[config.mk]
export PLATFORM = sky130hd
export DESIGN_NAME = pll_reconfig_seq
export DESIGN_NICKNAME = d
export VERILOG_FILES = /design/src/rtl/pll_reconfig_seq.sv
export SDC_FILE = /design/constraint.sdc
export NUM_CORES = 1
export LEC_CHECK = 0
export BUFFER_PORTS_ARGS = -buffer_cell sky130_fd_sc_hd__buf_2
export CAP_MARGIN = 10
export CORE_AREA = 2 2 117 119
export CTS_CLUSTER_SIZE = 28
export DETAILED_ROUTE_END_ITERATION = 6
export DIE_AREA = 0 0 119 121
export PLACE_DENSITY = 0.66
export SETUP_SLACK_MARGIN = 0.15
export SLEW_MARGIN = 20
export SYNTH_ARGS = -nofsm -noshare
export SYNTH_HDL_FRONTEND = slang
export SYNTH_SLANG_ARGS = --single-unit
[constraint.sdc]
create_clock -name clk -period 2.1 [get_ports clk]
set_clock_uncertainty 0.15 [all_clocks]
set_input_delay 0.42 -clock clk [delete_from_list [all_inputs] [get_ports clk]]
set_output_delay 0.42 -clock clk [all_outputs]
set_load 0.005 [all_outputs]
[src/rtl/pll_reconfig_seq.sv]
// Avalon-MM write sequencer that retunes a reconfigurable PLL whenever the debounced clock mode changes.
// Optional feature macro PLL_RECFG_CCNT_EN: adds the C0 counter write (addr 5) between the K and start writes.
module pll_reconfig_seq #(
  parameter int NUM_MODES     = 4,
  parameter int MODE_W        = 2,
  parameter int RESET_MODE    = 0,
  parameter int STABLE_CYCLES = 4,
  parameter int GAP_CYCLES    = 3,
  parameter int LOCK_TIMEOUT  = 1024
) (
  input  logic                    clk,
  input  logic                    reset,
  input  logic [MODE_W-1:0]       mode_sel,
  input  logic [NUM_MODES*32-1:0] mode_k,
  input  logic [NUM_MODES*32-1:0] mode_c,
  input  logic                    pll_locked,
  input  logic                    mgmt_waitrequest,
  output logic                    mgmt_write,
  output logic [5:0]              mgmt_address,
  output logic [31:0]             mgmt_writedata,
  output logic                    busy,
  output logic                    done,
  output logic                    lock_err,
  output logic [MODE_W-1:0]       applied_mode
);
  localparam int STAB_W = $clog2(STABLE_CYCLES + 1);
  localparam int GAP_W  = $clog2(GAP_CYCLES + 1);
  localparam int TMR_W  = $clog2(LOCK_TIMEOUT + 1);
  localparam logic [STAB_W-1:0] STAB_DONE = STAB_W'(STABLE_CYCLES);
  localparam logic [GAP_W-1:0]  GAP_LAST  = GAP_W'(GAP_CYCLES - 1);
  localparam logic [TMR_W-1:0]  TMR_LAST  = TMR_W'(LOCK_TIMEOUT - 1);
  localparam logic [MODE_W-1:0] MODE_RST  = MODE_W'(RESET_MODE);
  localparam logic [5:0] ADDR_MODE = 6'd0, ADDR_START = 6'd2, ADDR_C = 6'd5, ADDR_K = 6'd7;

  typedef enum logic [3:0] {
    S_IDLE, S_WR_MODE, S_GAP_MODE, S_WR_K, S_GAP_K, S_WR_C, S_GAP_C,
    S_WR_START, S_LOCK_DROP, S_LOCK_RISE
  } state_t;

  logic [31:0] k_word [NUM_MODES];
`ifdef PLL_RECFG_CCNT_EN
  logic [31:0] c_word [NUM_MODES];
  for (genvar m = 0; m < NUM_MODES; m++) begin : g_unpack
    assign k_word[m] = mode_k[32*m +: 32];
    assign c_word[m] = mode_c[32*m +: 32];
  end
`else
  logic unused_mode_c;
  assign unused_mode_c = ^mode_c;
  for (genvar m = 0; m < NUM_MODES; m++) begin : g_unpack
    assign k_word[m] = mode_k[32*m +: 32];
  end
`endif

  logic [MODE_W-1:0] mode_s1_q, mode_s2_q;
  logic              lock_s1_q, lock_s2_q;

  // NOTE: synchronous reset of the synchroniser flops is deliberate; it keeps the whole block on one reset style.
  always_ff @(posedge clk) begin
    if (reset) begin
      mode_s1_q <= '0;
      mode_s2_q <= '0;
      lock_s1_q <= 1'b0;
      lock_s2_q <= 1'b0;
    end else begin
      mode_s1_q <= mode_sel;
      mode_s2_q <= mode_s1_q;
      lock_s1_q <= pll_locked;
      lock_s2_q <= lock_s1_q;
    end
  end

  // Debounce: a candidate becomes the accepted mode after STABLE_CYCLES equal samples.
  logic [MODE_W-1:0] cand_q, cand_d, acc_q, acc_d;
  logic [STAB_W-1:0] stab_q, stab_d;

  // NOTE: every always_comb output gets a default first so no path can infer a latch.
  always_comb begin
    cand_d = cand_q;
    stab_d = stab_q;
    acc_d  = acc_q;
    if (mode_s2_q != cand_q) begin
      cand_d = mode_s2_q;
      stab_d = STAB_W'(1);
    end else if (stab_q != STAB_DONE) begin
      stab_d = stab_q + 1'b1;
    end
    if (mode_s2_q == cand_q && stab_d == STAB_DONE) acc_d = cand_q;
  end

  always_ff @(posedge clk) begin
    if (reset) begin
      cand_q <= MODE_RST;
      stab_q <= '0;
      acc_q  <= MODE_RST;
    end else begin
      cand_q <= cand_d;
      stab_q <= stab_d;
      acc_q  <= acc_d;
    end
  end

  state_t            state_q, state_d;
  logic [MODE_W-1:0] target_q, target_d, applied_q, applied_d;
  logic [GAP_W-1:0]  gap_q, gap_d;
  logic [TMR_W-1:0]  tmr_q, tmr_d;
  logic              busy_q, busy_d, done_q, done_d, lock_err_q, lock_err_d;
  logic              pending_q, pending_d;
  logic              wr_accept;

  assign wr_accept = !mgmt_waitrequest;

  always_comb begin
    state_d        = state_q;
    target_d       = target_q;
    applied_d      = applied_q;
    gap_d          = gap_q;
    tmr_d          = tmr_q;
    busy_d         = busy_q;
    done_d         = 1'b0;
    lock_err_d     = lock_err_q;
    pending_d      = pending_q;
    mgmt_write     = 1'b0;
    mgmt_address   = '0;
    mgmt_writedata = '0;
    // A change seen mid-sequence is remembered; IDLE re-evaluates it on return.
    if (state_q != S_IDLE && acc_q != target_q) pending_d = 1'b1;
    case (state_q)
      S_IDLE: if (pending_q || acc_q != applied_q) begin
        pending_d = 1'b0;
        if (acc_q != applied_q) begin
          state_d  = S_WR_MODE;
          target_d = acc_q;
          busy_d   = 1'b1;
        end
      end
      S_WR_MODE: begin
        mgmt_write   = 1'b1;
        mgmt_address = ADDR_MODE;
        if (wr_accept) begin state_d = S_GAP_MODE; gap_d = '0; end
      end
      S_GAP_MODE: if (gap_q == GAP_LAST) state_d = S_WR_K; else gap_d = gap_q + 1'b1;
      S_WR_K: begin
        mgmt_write     = 1'b1;
        mgmt_address   = ADDR_K;
        mgmt_writedata = k_word[target_q];
        if (wr_accept) begin state_d = S_GAP_K; gap_d = '0; end
      end
`ifdef PLL_RECFG_CCNT_EN
      S_GAP_K: if (gap_q == GAP_LAST) state_d = S_WR_C; else gap_d = gap_q + 1'b1;
      S_WR_C: begin
        mgmt_write     = 1'b1;
        mgmt_address   = ADDR_C;
        mgmt_writedata = c_word[target_q];
        if (wr_accept) begin state_d = S_GAP_C; gap_d = '0; end
      end
      S_GAP_C: if (gap_q == GAP_LAST) state_d = S_WR_START; else gap_d = gap_q + 1'b1;
`else
      S_GAP_K: if (gap_q == GAP_LAST) state_d = S_WR_START; else gap_d = gap_q + 1'b1;
`endif
      S_WR_START: begin
        mgmt_write   = 1'b1;
        mgmt_address = ADDR_START;
        if (wr_accept) begin
          state_d   = S_LOCK_DROP;
          applied_d = target_q;
          tmr_d     = '0;
        end
      end
      // Lock that never drops within the window counts as already relocked.
      S_LOCK_DROP: begin
        if (!lock_s2_q) begin
          state_d = S_LOCK_RISE;
          tmr_d   = '0;
        end else if (tmr_q == TMR_LAST) begin
          state_d = S_IDLE; done_d = 1'b1; lock_err_d = 1'b0; busy_d = 1'b0;
        end else begin
          tmr_d = tmr_q + 1'b1;
        end
      end
      S_LOCK_RISE: begin
        if (lock_s2_q) begin
          state_d = S_IDLE; done_d = 1'b1; lock_err_d = 1'b0; busy_d = 1'b0;
        end else if (tmr_q == TMR_LAST) begin
          state_d = S_IDLE; lock_err_d = 1'b1; busy_d = 1'b0;
        end else begin
          tmr_d = tmr_q + 1'b1;
        end
      end
      default: state_d = S_IDLE;
    endcase
  end

  always_ff @(posedge clk) begin
    if (reset) begin
      state_q    <= S_IDLE;
      target_q   <= MODE_RST;
      applied_q  <= MODE_RST;
      gap_q      <= '0;
      tmr_q      <= '0;
      busy_q     <= 1'b0;
      done_q     <= 1'b0;
      lock_err_q <= 1'b0;
      pending_q  <= 1'b0;
    end else begin
      state_q    <= state_d;
      target_q   <= target_d;
      applied_q  <= applied_d;
      gap_q      <= gap_d;
      tmr_q      <= tmr_d;
      busy_q     <= busy_d;
      done_q     <= done_d;
      lock_err_q <= lock_err_d;
      pending_q  <= pending_d;
    end
  end

  assign busy         = busy_q;
  assign done         = done_q;
  assign lock_err     = lock_err_q;
  assign applied_mode = applied_q;
endmodule
==> results.sh <==
export IMPL_clock_sinks=37
export IMPL_core_area_sq_mm=0.0131
export IMPL_viasPerCell=4.57
export IMPL_antenna_found_initial=20
export IMPL_multi_input_area_sq_mm=0.00208
export IMPL_fp_dieW_um=119
export IMPL_fill_cells=1326
export IMPL_ant_nets=0
export IMPL_clk_pin_slew_ns=0.05
export IMPL_cts_hold_fix_buffers=0
export IMPL_max_freq_mhz=452
export IMPL_synth_edf_count=0
export IMPL_grt_pass1_vias=2978
export IMPL_status="complete, but fails checks"
export IMPL_netlist_area_sq_mm=0.00289
export IMPL_fin_tns_setup_ns=-2.42
export IMPL_h_tree_depth=2
export IMPL_die_area_sq_mm=0.0144
export IMPL_mostFrequentLayoutCell="buf_2"
export IMPL_yosysWarnings=0
export IMPL_ioPinCount=306
export IMPL_drt_wl_total_um=11800
export IMPL_overflow=0
export IMPL_finalSetupViolCount=32
export IMPL_ys_seq_area_share_pct=25.6
export IMPL_grt_usage_pct=15.5
export IMPL_powerDensity_mw_per_mm2=496
export IMPL_critical_path_slowest_cell="mux4_2"
export IMPL_crit_fanout=12
export IMPL_start_util_pct=22.1
export IMPL_grt_busiest_layer="met2"
export IMPL_first_iter_violations=120
export IMPL_synth_cells=298
export IMPL_crit_path_end_kind="primary output"
export IMPL_path_class="reg -> out"
export IMPL_ys_ff_latch=37
export IMPL_die_y_um=121
export IMPL_final_cell_mix="buf_2 (171), nor2b_1 (37), mux4_2 (32)"
export IMPL_clock_latency_ns=0.28
export IMPL_fin_total_pwr_uw=2240
export IMPL_period_share_pct=105
export IMPL_finalNetCount=745
export IMPL_area_growth_pct=56.4
export IMPL_grt_pass1_wl_um=16800
export IMPL_stdcell_count=672
export IMPL_fin_area_sq_mm=0.00453
export IMPL_drt_pass1_iterations=4
export IMPL_synth_area_per_cell_sq_um=9.71
export IMPL_vdd_drop_max_uv=465
export IMPL_drc_errors=0
export IMPL_ys_types=54
export IMPL_min_period_ns=2.21
export IMPL_async_flop_share_pct=0
export IMPL_critPathTopFamily="multiplexers"
export IMPL_ff_latch_area_sq_um=753
export IMPL_fin_ws_ns=-0.115
export IMPL_cp_num_buf_inv=2
export IMPL_crit_arrival_ns=1.64
export IMPL_numCtsBuffers=5
export IMPL_violations="setup timing"
export IMPL_ctsRootBufferMaster="clkbuf_16"
export IMPL_grt_max_degree=35
export IMPL_grt_util_met2_pct=24.5
export IMPL_slew_violations=0
export IMPL_crit_chain="buf_12 -> mux4_2 -> nor2b_1 -> buf_2"
export IMPL_finalHoldViolCount=0
export IMPL_post_drt_wl_per_cell_um=17.6
export IMPL_clockBufferDepth=2
export IMPL_critPathRequiredTime_ns=1.53
export IMPL_power_leakage_uw=0.00192
export IMPL_vias=3074
export IMPL_drv_cap=0
export IMPL_worstHoldPathType="in -> reg"
export IMPL_drive_gt1_share_pct=56.7
export IMPL_dpl_cell_area_sq_mm=0.00400
export IMPL_rows=42
export IMPL_pre_cts_ws_ns=0.109
export IMPL_portBuffers=174
export IMPL_globalplace_congestion=0.884
export IMPL_cts_tree="built"
export IMPL_synthFlopType="dfxtp_1"
export IMPL_use_met1_pct=16.2
export IMPL_cp_slowest_stage_delay_ns=0.52
export IMPL_crit_path_start_kind="flip-flop"
export IMPL_grtUsageMet3_pct=12.6
export IMPL_rsz0062_at_grt="true"
export IMPL_hpwl_um=9500
export IMPL_dp_cells=639
-- Yosys cell counts, types with 3 or more instances --
cell type,number,area (sq um)
nand3_1,6,30.0
nand2b_1,5,31.3
xnor2_1,7,61.3
nand2_1,14,52.6
a31oi_1,3,18.8
nor2_1,25,93.8
nor3b_1,4,30.0
dfxtp_1,37,741
ha_1,4,50.1
o21ai_1,3,15.0
o21ai_0,7,35.0
nor2b_1,47,294
mux4_2,32,721
buf_4,6,45.0
nor3_1,11,55.1
xor2_1,3,26.3
buf_2,10,50.1
clkbuf_1,9,33.8
mux2i_1,7,70.1
a21oi_1,12,60.1
inv_1,8,30.0
-- timing repair --
action | CTS | global route
gates cloned | 3 | 1
resized for setup | 23 | 23
endpoints found under the hold margin | 0 | 0
pin swaps | 2 | 3
endpoints found under the setup margin | 35 | 47
setup buffers | 3 | 2
-- routing by layer --
| metal | up-vias | wire length, um | share of wire, % |
|---|---|---|---|
| li1 | 1469 | - | - |
| met1 | 1425 | 4220 | 36 |
| met2 | 154 | 5240 | 44 |
| met3 | 20 | 2180 | 18 |
| met4 | 6 | 125 | 1.1 |
| met5 | - | 42 | 0.36 |
-- path summary, 6_finish.rpt --
kind	startpoint	to	slack [ns]	cells after the start
worst min-delay path	pll_locked	lock_s1_q	0.20	2
worst min register to register	mode_s1_q[1]	mode_s2_q[1]	0.28	1
worst max register to register	state_q[1]	tmr_q[7]	0.23	6
worst max-delay path	target_q[0]	mgmt_writedata[17]	-0.11	4
-- kinds of logic (layout without fill, tap and decap cells) --
family,Yosys count,after routing,synth area share (%)
xor gates and xnor gates,10,10,3.03
adders and majority gates,5,5,2.08
and+or+nand+nor,131,131,26.2
other,1,19,0.130
DFF,37,37,25.6
AOI/OAI and AO/OA,39,39,9.30
muxes,40,40,27.7
buffers and inverters,35,215,6.01
-- cell type report --
type                       count  area share, %
clock inverter                 2          0.829
timing repair buffer         199           26.8
sequential                    37           16.6
antenna                       16          0.884
clock buffer                   6           3.07
multi-input combinational    228           46.0
tap                          176           4.86
inverter                       8          0.940
-- where the power goes --
group / switching [uW] / leakage, uW / internal (uW)
logic: 275 / 0.00153 / 342
registers: 21.7 / 0.000303 / 736
clock network: 278 / 0.0000832 / 592
-- sequential cells by signal, summed over array words and instances (netlist names), 2 cells and up --
signal / cells
stab_q: 3
state_q: 4
mode_s1_q: 2
cand_q: 2
applied_mode: 2
target_q: 2
gap_q: 2
acc_q: 2
mode_s2_q: 2
tmr_q: 11
-- metrics by stage --
| stage | utilization, % | hold WS (ns) |
|---|---|---|
| 2_1_floorplan | - | 0.264 |
| 3_3_place_gp | 30.5 | 0.267 |
| 3_5_place_dp | 30.5 | 0.272 |
| 4_1_cts | 33.2 | 0.201 |
| 5_1_grt | 34.4 | 0.223 |
| 6_report | 34.6 | 0.205 |
(Power assumes the default switching activity.)
